File: src/rtl/mem_bist_pkg.sv
// Purpose : shared types, limits and pattern function for the memory BIST controller.
// Latency : n/a (declarations only).
// Backpr. : n/a.
// Contents: state_e (controller FSM), phase_e (pattern pass), MAX_RD_LAT, exp_data().
package mem_bist_pkg;

   // Deepest read pipe the controller supports.
   localparam int MAX_RD_LAT = 4;

   typedef enum logic [2:0] {
      IDLE,
      CLR_WR,
      CLR_RD,
      CLR_DRN,
      ADR_WR,
      ADR_RD,
      ADR_DRN,
      DONE
   } state_e;

   typedef enum logic {
      PH_CLR,
      PH_ADR
   } phase_e;

   // Pattern value for an address: all-zero in the clear pass, the address
   // itself in the data=address pass. Caller truncates to the data width.
   function automatic logic [31:0] exp_data(input phase_e phase, input logic [31:0] addr);
      return (phase == PH_ADR) ? addr : 32'd0;
   endfunction

endpackage

File: src/rtl/mem_bist_rd_pipe.sv
// Purpose : tracks outstanding reads (valid/addr/expected) so each returning word can be checked.
// Latency : DEPTH clocks from vld_i to vld_o.
// Backpr. : none; one entry per clock, flush_i drops everything in flight.
// Ports   : clk, rst_n, flush_i, vld_i/addr_i/exp_i (new read), vld_o/addr_o/exp_o (read due now).
module mem_bist_rd_pipe
   import mem_bist_pkg::*;
#(
   parameter int ADDR_W = 5,
   parameter int DATA_W = 8,
   parameter int DEPTH  = 1
) (
   input  logic              clk,
   input  logic              rst_n,
   input  logic              flush_i,
   input  logic              vld_i,
   input  logic [ADDR_W-1:0] addr_i,
   input  logic [DATA_W-1:0] exp_i,
   output logic              vld_o,
   output logic [ADDR_W-1:0] addr_o,
   output logic [DATA_W-1:0] exp_o
);

   // Clamp so an out-of-range depth still elaborates to something sane.
   localparam int D = (DEPTH > MAX_RD_LAT) ? MAX_RD_LAT : ((DEPTH < 1) ? 1 : DEPTH);

   logic [D-1:0]      vld_q;
   logic [ADDR_W-1:0] addr_q [D];
   logic [DATA_W-1:0] exp_q  [D];

   always_ff @(posedge clk or negedge rst_n) begin
      if (!rst_n) begin
         vld_q <= '0;
         for (int i = 0; i < D; i++) begin
            addr_q[i] <= '0;
            exp_q[i]  <= '0;
         end
      end else begin
         // Flush also blocks the entry being pushed on the same edge.
         vld_q[0]  <= vld_i & ~flush_i;
         addr_q[0] <= addr_i;
         exp_q[0]  <= exp_i;
         for (int i = 1; i < D; i++) begin
            vld_q[i]  <= vld_q[i-1] & ~flush_i;
            addr_q[i] <= addr_q[i-1];
            exp_q[i]  <= exp_q[i-1];
         end
      end
   end

   assign vld_o  = vld_q[D-1];
   assign addr_o = addr_q[D-1];
   assign exp_o  = exp_q[D-1];

endmodule

File: src/rtl/mem_bist_ctrl.sv
// Purpose : memory self-test: clear pass (write/read 0) then data=address pass; counts misses, keeps first.
// Latency : start to done = 4*2**ADDR_W + 2*RD_LAT + 1 clocks.
// Backpr. : none; the memory must accept one access per clock. start is ignored while busy.
// Ports   : clk, rst_n, start -> busy, done, pass, err_count, fail_addr, fail_data;
//           memory bus mem_write/mem_read/mem_addr/mem_data_in (registered), mem_data_out (read data).
// Option  : define STOP_ON_FAIL_EN to end the test on the first mismatch.
module mem_bist_ctrl
   import mem_bist_pkg::*;
#(
   parameter int ADDR_W = 5,
   parameter int DATA_W = 8,
   parameter int RD_LAT = 1
) (
   input  logic              clk,
   input  logic              rst_n,
   input  logic              start,
   output logic              busy,
   output logic              done,
   output logic              pass,
   output logic [ADDR_W+1:0] err_count,
   output logic [ADDR_W-1:0] fail_addr,
   output logic [DATA_W-1:0] fail_data,
   output logic              mem_write,
   output logic              mem_read,
   output logic [ADDR_W-1:0] mem_addr,
   output logic [DATA_W-1:0] mem_data_in,
   input  logic [DATA_W-1:0] mem_data_out
);

   localparam int LAT = (RD_LAT > MAX_RD_LAT) ? MAX_RD_LAT : ((RD_LAT < 1) ? 1 : RD_LAT);
   localparam logic [ADDR_W-1:0] CNT_MAX  = '1;
   localparam logic [ADDR_W-1:0] DRN_LAST = ADDR_W'(LAT - 1);

   state_e            state_q, state_d;
   logic [ADDR_W-1:0] cnt_q, cnt_d;
   logic [ADDR_W+1:0] err_q, err_d;
   logic [ADDR_W-1:0] fail_addr_q, fail_addr_d;
   logic [DATA_W-1:0] fail_data_q, fail_data_d;
   logic              done_q, done_d, pass_q, pass_d, busy_q, busy_d;
   logic              mem_write_q, mem_write_d, mem_read_q, mem_read_d;
   logic [ADDR_W-1:0] mem_addr_q, mem_addr_d;
   logic [DATA_W-1:0] mem_data_in_q, mem_data_in_d;
   logic [DATA_W-1:0] exp_q, exp_d;

   logic              flush;
   logic              pipe_vld;
   logic [ADDR_W-1:0] pipe_addr;
   logic [DATA_W-1:0] pipe_exp;
   logic              mismatch;

   function automatic logic [DATA_W-1:0] pattern(input state_e s, input logic [ADDR_W-1:0] a);
      logic [31:0] full;
      full = exp_data((s == ADR_WR || s == ADR_RD) ? PH_ADR : PH_CLR, 32'(a));
      return full[DATA_W-1:0];
   endfunction

   // The pipe is fed from the registered bus, so its output lines up with
   // the edge where the memory's read data is valid.
   mem_bist_rd_pipe #(
      .ADDR_W (ADDR_W),
      .DATA_W (DATA_W),
      .DEPTH  (LAT)
   ) u_rd_pipe (
      .clk     (clk),
      .rst_n   (rst_n),
      .flush_i (flush),
      .vld_i   (mem_read_q),
      .addr_i  (mem_addr_q),
      .exp_i   (exp_q),
      .vld_o   (pipe_vld),
      .addr_o  (pipe_addr),
      .exp_o   (pipe_exp)
   );

   // Case inequality so an X/Z from the memory is counted as a miss.
   assign mismatch = pipe_vld && (mem_data_out !== pipe_exp);

   always_ff @(posedge clk or negedge rst_n) begin
      if (!rst_n) begin
         state_q       <= IDLE;
         cnt_q         <= '0;
         err_q         <= '0;
         fail_addr_q   <= '0;
         fail_data_q   <= '0;
         done_q        <= 1'b0;
         pass_q        <= 1'b0;
         busy_q        <= 1'b0;
         mem_write_q   <= 1'b0;
         mem_read_q    <= 1'b0;
         mem_addr_q    <= '0;
         mem_data_in_q <= '0;
         exp_q         <= '0;
      end else begin
         state_q       <= state_d;
         cnt_q         <= cnt_d;
         err_q         <= err_d;
         fail_addr_q   <= fail_addr_d;
         fail_data_q   <= fail_data_d;
         done_q        <= done_d;
         pass_q        <= pass_d;
         busy_q        <= busy_d;
         mem_write_q   <= mem_write_d;
         mem_read_q    <= mem_read_d;
         mem_addr_q    <= mem_addr_d;
         mem_data_in_q <= mem_data_in_d;
         exp_q         <= exp_d;
      end
   end

   always_comb begin
      state_d       = state_q;
      cnt_d         = cnt_q;
      err_d         = err_q;
      fail_addr_d   = fail_addr_q;
      fail_data_d   = fail_data_q;
      done_d        = done_q;
      pass_d        = pass_q;
      flush         = 1'b0;
      mem_write_d   = 1'b0;
      mem_read_d    = 1'b0;
      mem_addr_d    = mem_addr_q;
      mem_data_in_d = '0;
      exp_d         = '0;

      if (mismatch) begin
         if (err_q != '1) err_d = err_q + 1'b1;
         if (err_q == '0) begin
            fail_addr_d = pipe_addr;
            fail_data_d = mem_data_out;
         end
      end

      case (state_q)
         IDLE, DONE: begin
            if (start) begin
               state_d     = CLR_WR;
               cnt_d       = '0;
               err_d       = '0;
               fail_addr_d = '0;
               fail_data_d = '0;
               done_d      = 1'b0;
               pass_d      = 1'b0;
               flush       = 1'b1;
            end
         end
         CLR_WR, ADR_WR: begin
            if (cnt_q == CNT_MAX) begin
               cnt_d   = '0;
               state_d = (state_q == CLR_WR) ? CLR_RD : ADR_RD;
            end else begin
               cnt_d = cnt_q + 1'b1;
            end
         end
         CLR_RD, ADR_RD: begin
            if (cnt_q == CNT_MAX) begin
               cnt_d   = '0;
               state_d = (state_q == CLR_RD) ? CLR_DRN : ADR_DRN;
            end else begin
               cnt_d = cnt_q + 1'b1;
            end
         end
         CLR_DRN, ADR_DRN: begin
            // The counter doubles as the drain timer.
            if (cnt_q == DRN_LAST) begin
               cnt_d   = '0;
               state_d = (state_q == CLR_DRN) ? ADR_WR : DONE;
            end else begin
               cnt_d = cnt_q + 1'b1;
            end
         end
         default: state_d = IDLE;
      endcase

`ifdef STOP_ON_FAIL_EN
      if (mismatch) begin
         state_d = DONE;
         flush   = 1'b1;
      end
`endif

      if (state_d == DONE && state_q != DONE) begin
         done_d = 1'b1;
         pass_d = (err_d == '0);
      end

      // Bus outputs are decoded from the next state so they register in step with it.
      case (state_d)
         CLR_WR, ADR_WR: begin
            mem_write_d   = 1'b1;
            mem_addr_d    = cnt_d;
            mem_data_in_d = pattern(state_d, cnt_d);
         end
         CLR_RD, ADR_RD: begin
            mem_read_d = 1'b1;
            mem_addr_d = cnt_d;
            exp_d      = pattern(state_d, cnt_d);
         end
         default: ;
      endcase

      busy_d = (state_d != IDLE) && (state_d != DONE);
   end

   assign busy        = busy_q;
   assign done        = done_q;
   assign pass        = pass_q;
   assign err_count   = err_q;
   assign fail_addr   = fail_addr_q;
   assign fail_data   = fail_data_q;
   assign mem_write   = mem_write_q;
   assign mem_read    = mem_read_q;
   assign mem_addr    = mem_addr_q;
   assign mem_data_in = mem_data_in_q;

endmodule
File: config.mk
export PLATFORM = sky130hd
export DESIGN_NAME = mem_bist_ctrl
export DESIGN_NICKNAME = d
export VERILOG_FILES = /design/src/rtl/mem_bist_pkg.sv /design/src/rtl/mem_bist_rd_pipe.sv /design/src/rtl/mem_bist_ctrl.sv
export SDC_FILE = /design/constraint.sdc
export NUM_CORES = 1
export LEC_CHECK = 0
export ABC_AREA = 1
export CORE_ASPECT_RATIO = 0.8
export CORE_UTILIZATION = 50
export CTS_CLUSTER_DIAMETER = 200
export DETAILED_ROUTE_END_ITERATION = 8
export PLACE_DENSITY = 0.87
export SLEW_MARGIN = 20
export SYNTH_ARGS = -nofsm -noshare
export SYNTH_HDL_FRONTEND = slang
export SYNTH_SLANG_ARGS = --single-unit
File: constraint.sdc
create_clock -name clk -period 2.8 [get_ports clk]
set_clock_uncertainty 0.15 [all_clocks]
set_input_delay 0.56 -clock clk [delete_from_list [all_inputs] [get_ports clk]]
set_output_delay 0.56 -clock clk [all_outputs]
set_load 0.03 [all_outputs]
Word level (Yosys, flattened, before mapping) --
Cells that the tools add are included.
Word-level totals: output and inout bits 38, bits in registers 68, logic and storage cells 93, input bits 11
Cells by class: reduce and logical (&&, ||, !) cells 20, multiplexer cells 36, add/sub/neg operators 2, equality and inequality tests 17, bitwise operators 2
Operator list (number):
- two-way mux 5 bit | 10
- two-way mux 8 bit | 4
- two-way mux 7 bit | 4
- == test 3 bit, second input constant | 7
- two-way mux 3 bit | 6
- case mux 5 bit (3 select lines) | 1
- logical NOT 7 bit | 2
- case mux 3 bit (4 select lines) | 1
- OR reduction 2 bit | 6
- == test 3 x 2 -> 1 bit, second input constant | 3
- two-way mux 1 bit | 9
- case inequality test 8 bit | 1
- OR reduction 4 bit | 2
- adder 7 x 1 -> 7 bit, second input constant | 1
- != test 7 bit, second input constant | 1
- == test 3 x 1 -> 1 bit, second input constant | 2
- != test 3 bit, second input constant | 2
- adder 5 x 1 -> 5 bit, second input constant | 1
- == test 5 bit, second input constant | 1
- logical NOT 5 bit | 1
- nonzero test 2 bit | 2
- logical AND 1 bit | 3
- logical NOT 3 bit | 1
- nonzero test 3 bit | 1
- 5 further kinds | 5

Depth between registers and ports, before layout --
depth in word-level cells 9, mapped depth 14, mapped depth without buffers 14

Cells and area by module --
A second synthesis with hierarchy kept.
Unflattened totals: cells, all modules 335, area total of the unflattened synthesis 2929.1 µm²
Modules (own cells, without submodules):
- mem_bist_ctrl | area an instance 2568.7 µm², instances 1, cells an instance 319, sequential area each 1201.2 µm²
- mem_bist_rd_pipe | area an instance 360.3 µm², instances 1, cells an instance 16, sequential area each 350.3 µm²

Worst setup path before layout --
No wires, ideal clock.
kind flip-flop to flip-flop, start register cnt_q[0], end register mem_addr_q[4], in the netlist mem_addr[4], required time 2.573 ns, buffers on the path 0, period minus slack after synthesis 2.055 ns, slack 0.745 ns, arrival time 1.828 ns, cell stages (with the launch flop) 13, cells stage by stage dfrtp_1 ha_1 and3_1 ha_1 o21ai_0 o21ai_0 nand2_1 nand3_4 inv_1 nand2_2 nand2_2 nor2_1 a21oi_1
Between the ends: cells in the longest elaborated chain, start to end 5, elaborated cells on any way between the ends 15, those cells by class 1 x add/sub; 5 x eq/ne; 7 x mux; 2 x reduce/logical
Ends and longest elaborated chain:
- from (decl) | line mem_bist_ctrl.sv:35 | logic [ADDR_W-1:0] cnt_q, cnt_d;
- from (signal assigned) | line mem_bist_ctrl.sv:95 | cnt_q <= cnt_d;
- == test 5 bit / logical NOT 5 bit (equally long branches) | line mem_bist_ctrl.sv:147, mem_bist_ctrl.sv:155, mem_bist_ctrl.sv:164
- two-way mux 3 bit (on tied branches) | line mem_bist_ctrl.sv:155, mem_bist_ctrl.sv:147, mem_bist_ctrl.sv:164
- case mux 3 bit (4 select lines) * | line mem_bist_ctrl.sv:133 | case (state_q)
- net state_d[1] | line mem_bist_ctrl.sv:34 | state_e state_q, state_d;
- == test 3 bit (tied with other cells) | line mem_bist_ctrl.sv:187 | case (state_d)
- OR reduction 4 bit (no line) *
- to (signal assigned) | line mem_bist_ctrl.sv:104 | mem_addr_q <= mem_addr_d;
- to (decl) | line mem_bist_ctrl.sv:41 | logic [ADDR_W-1:0] mem_addr_q, mem_addr_d;
Mark *: on every way through the listed nets, which the timed path passes. The rest lies on a longest branch. A chain may end at the register's enable or synchronous reset.

Final worst setup path --
start register cnt_q[0], end register mem_data_in_q[0], in the netlist mem_data_in[0]
Between the ends: cells in the longest elaborated chain, start to end 8, elaborated cells on any way between the ends 19, those cells by class 1 x add/sub; 4 x eq/ne; 11 x mux; 3 x reduce/logical
Ends and longest elaborated chain:
- == test 5 bit / logical NOT 5 bit (equally long branches) | line mem_bist_ctrl.sv:147, mem_bist_ctrl.sv:155, mem_bist_ctrl.sv:164
- two-way mux 3 bit (on tied branches) | line mem_bist_ctrl.sv:155, mem_bist_ctrl.sv:147, mem_bist_ctrl.sv:164
- case mux 3 bit (4 select lines) * | line mem_bist_ctrl.sv:133
- net state_d[1] | line mem_bist_ctrl.sv:34
- == test 3 bit (on tied branches) | line mem_bist_ctrl.sv:53, mem_bist_ctrl.sv:187
- logical OR 1 bit | line mem_bist_ctrl.sv:53 | full = exp_data((s == ADR_WR || s == ADR_RD) ? PH_ADR : PH_CLR, 32'(a));
- two-way mux 1 bit | line mem_bist_ctrl.sv:53
- two-way mux 5 bit | line mem_bist_pkg.sv:29 | return (phase == PH_ADR) ? addr : 32'd0;
- two-way mux 5 bit * | line mem_bist_ctrl.sv:187
- net mem_data_in_d[0] | line mem_bist_ctrl.sv:42 | logic [DATA_W-1:0] mem_data_in_q, mem_data_in_d;
- to (signal assigned) | line mem_bist_ctrl.sv:105 | mem_data_in_q <= mem_data_in_d;
- to (decl) | line mem_bist_ctrl.sv:42
Marks and branches as above.

==> impl_metrics.env <==
export IMPL_die_h_um=68.8
export IMPL_grt_pass1_vias=2108
export IMPL_holdWs_ns=0.206
export IMPL_outcome="complete, no violations"
export IMPL_antenna_found_initial=0
export IMPL_vias_per_cell=5.12
export IMPL_hp_class="reg2reg"
export IMPL_required_ns=2.91
export IMPL_use_met3_pct=6.67
export IMPL_rows=23
export IMPL_min_period_ns=2.32
export IMPL_rsz0062_at_grt="no"
export IMPL_swShare_pct=43.7
export IMPL_cts_resized=0
export IMPL_setup_viol=0
export IMPL_clock_power_share_pct=21.4
export IMPL_use_met2_pct=35.8
export IMPL_first_pass_iters=4
export IMPL_p_sw_mw=1.88
export IMPL_p_per_area_nw_per_um2=1210
export IMPL_maxSlewHeadroom_pct=64.2
export IMPL_syn_area_per_cell_um2=8.42
export IMPL_use_met1_pct=28.0
export IMPL_core_um2=5180
export IMPL_tightestPinTransition_ns=0.532
export IMPL_multiInputGateArea_um2=1040
export IMPL_die_width_um=85.5
export IMPL_cp_end_kind="register"
export IMPL_synth_area_leaders="dfrtp_1 53%, nand2_1 10%, inv_1 8.1%"
export IMPL_cts_hold_buf=1
export IMPL_cts_buffers=9
export IMPL_fmax_mhz=431
export IMPL_fin_cells=453
export IMPL_finalCritPeriodShare_pct=82.8
export IMPL_p_seq_share_pct=30.7
export IMPL_synth_cell_type_count=33
export IMPL_total_power_mw=4.30
export IMPL_seq_area_frac_synth_pct=53.0
export IMPL_clk_latency_ns=0.33
export IMPL_drt_wl_total_um=5960
export IMPL_place_inst=436
export IMPL_synth_most_common_cell="nand2_1"
export IMPL_arrival_ns=2.43
export IMPL_synthTopCellsByCount="74 x nand2_1, 60 x inv_1, 59 x dfrtp_1, 31 x nand3_1, 22 x o21ai_0"
export IMPL_n_fill_cell=398
export IMPL_ant_nets=0
export IMPL_leakage_nw=1.87
export IMPL_cts_setup_buffers=0
export IMPL_yosysTopAreaCell="dfrtp_1"
export IMPL_worstPathMaxFanout=9
export IMPL_maxCapViolCount=0
export IMPL_cts_tree="yes"
export IMPL_synthFlopType="dfrtp_1"
export IMPL_synthArstFlopShare_pct=100
export IMPL_grt_pass1_wl_um=9630
export IMPL_register_area_um2=1480
export IMPL_ir_worst_vdd_mv=0.768
export IMPL_synth_edf_count=0
export IMPL_startpoint="cnt_q[0]"
export IMPL_comb_power_share_pct=47.9
export IMPL_wl_per_cell_um=13.2
export IMPL_grt_max_degree=27
export IMPL_synth_top_area_share_pct=53.0
export IMPL_cts_root_buf="clkbuf_8"
export IMPL_syn2layout_area_growth_pct=27.7
export IMPL_clkTransAtPathRegs_ns=0.07
export IMPL_start_kind="register"
export IMPL_antenna_diode_count=0
export IMPL_p_int_mw=2.42
export IMPL_cts_htree_levels=3
export IMPL_drv_slew=0
export IMPL_clock_path_buffers=2
export IMPL_yosys_warnings=0
export IMPL_place_congestion=0.850
export IMPL_vias=2319
export IMPL_timing_rr_start="cnt_q[0]"
export IMPL_drive_gt1_share_pct=9.72
export IMPL_port_buffers=45
export IMPL_crit_end="mem_data_in[0]"
export IMPL_drt_initial_drc_count=116
export IMPL_r2r_slack_ns=0.48
export IMPL_hold_violations=0
export IMPL_grt_overflow=0
export IMPL_remaining_drc_errors=0
export IMPL_reg2regPathDepth=10
export IMPL_dieArea_um2=5880
export IMPL_fin_setup_tns_ns=0
export IMPL_critPathKind="reg2reg"
export IMPL_cts_sinks=59
export IMPL_track_usage_pct=22.0
export IMPL_io_pins=49
export IMPL_synth_ff_latch_count=59
export IMPL_dpl_hpwl_um=4240
export IMPL_initial_core_util_pct=53.8
export IMPL_synthCells=331
export IMPL_syn_area_um2=2790
export IMPL_grt_busiest_layer="met2"
export IMPL_fin_nets=403
export IMPL_crit_reg2reg_capture="mem_data_in[0]"
-- cells by family (layout without fill, tap and decap cells) --
logic type | Yosys count | count (layout) | synth area share [%]
adders and majority gates | 6 | 6 | 2.69
buffers and inverters | 71 | 129 | 10.0
xor gates and xnor gates | 3 | 3 | 0.943
other | 1 | 3 | 0.135
and+or+nand+nor | 146 | 146 | 23.8
DFF | 59 | 59 | 53.0
AOI/OAI and AO/OA | 45 | 45 | 9.43
-- worst max-delay path: stages (launching register included) --
cell	delay [ns]
dfrtp_1	0.42
ha_1	0.23
and3_1	0.20
ha_1	0.21
o21ai_0	0.15
o21ai_0	0.10
nand2_1	0.13
nand3_4	0.13
nor2_2	0.32
nand2_1	0.10
nor2_1	0.12
-- layout make-up --
class	count	area share, %
Clock buffer	13	5.03
Clock inverter	3	1.90
Inverter	64	6.75
Multi-Input combinational cell	203	29.2
Sequential cell	59	41.5
Tap cell	62	2.18
Timing Repair Buffer	49	13.4
-- cell usage in the layout, fill, tap and decap left out, types with 2 or more instances in the layout --
master           synthesis  final
ha_1                     6      6
nand4_1                  6      6
nand2_2                  5      5
clkdlybuf4s50_1          0     44
clkbuf_8                 0     13
inv_2                    4      4
dfrtp_1                 59     59
xor2_1                   2      2
o21ai_0                 22     22
nand3_2                  2      2
inv_1                   60     60
a21oi_1                 14     14
nor2_2                   2      2
nand2_1                 74     74
nor2_1                  20     20
conb_1                   1      3
nand3_1                 31     31
a32o_1                   2      2
buf_4                    3      3
bufinv_16                0      2
-- stage by stage --
| step | util [%] | worst slack (ns) | cell area (um^2) |
|---|---|---|---|
| global placement | 63.7 | 0.432 | 3300 |
| detailed placement | 63.7 | 0.323 | 3300 |
| global route | 68.7 | 0.258 | 3560 |
| floorplan | - | 0.745 | 2790 |
| CTS | 68.7 | 0.485 | 3560 |
| finish | 68.7 | 0.482 | 3560 |
-- registers in the layout, summed over array words and instances (netlist names) --
register,count
mem_read,1
fail_data,8
u_rd_pipe.vld_o,1
exp_q,5
mem_write,1
busy,1
u_rd_pipe.addr_o,5
err_count,7
cnt_q,5
u_rd_pipe.exp_o,5
state_q,3
done,1
mem_addr,5
fail_addr,5
pass,1
mem_data_in,5
-- per-layer routing --
layer | vias up | part of all wire [%]
li1 | 1153 | -
met1 | 1071 | 46
met2 | 86 | 46
met3 | 9 | 6.8
met4 | 0 | 1.1
met5 | - | 0
-- how the worst min path moves through the flow --
stage | from | to | slack [ns] | depth (start not counted)
finish | exp_q[0] | u_rd_pipe.exp_o[0] | 0.21 | 0
global route | exp_q[2] | u_rd_pipe.exp_o[2] | 0.21 | 0
CTS | exp_q[2] | u_rd_pipe.exp_o[2] | 0.21 | 0
detailed placement | exp_q[2] | u_rd_pipe.exp_o[2] | 0.19 | 0
global placement | exp_q[0] | u_rd_pipe.exp_o[0] | 0.18 | 0
floorplan | rst_n | busy | 0.11 | 0
-- power groups by stage --
stage,registers (mW),clock network [mW],logic [mW]
2_1_floorplan,1.61,0,1.10
3_3_place_gp,1.31,0,1.97
3_5_place_dp,1.33,0,2.04
4_1_cts,1.32,0.939,2.06
5_1_grt,1.35,0.969,2.27
6_report,1.32,0.921,2.06
No activity file was read; power rests on OpenSTA's default activity.
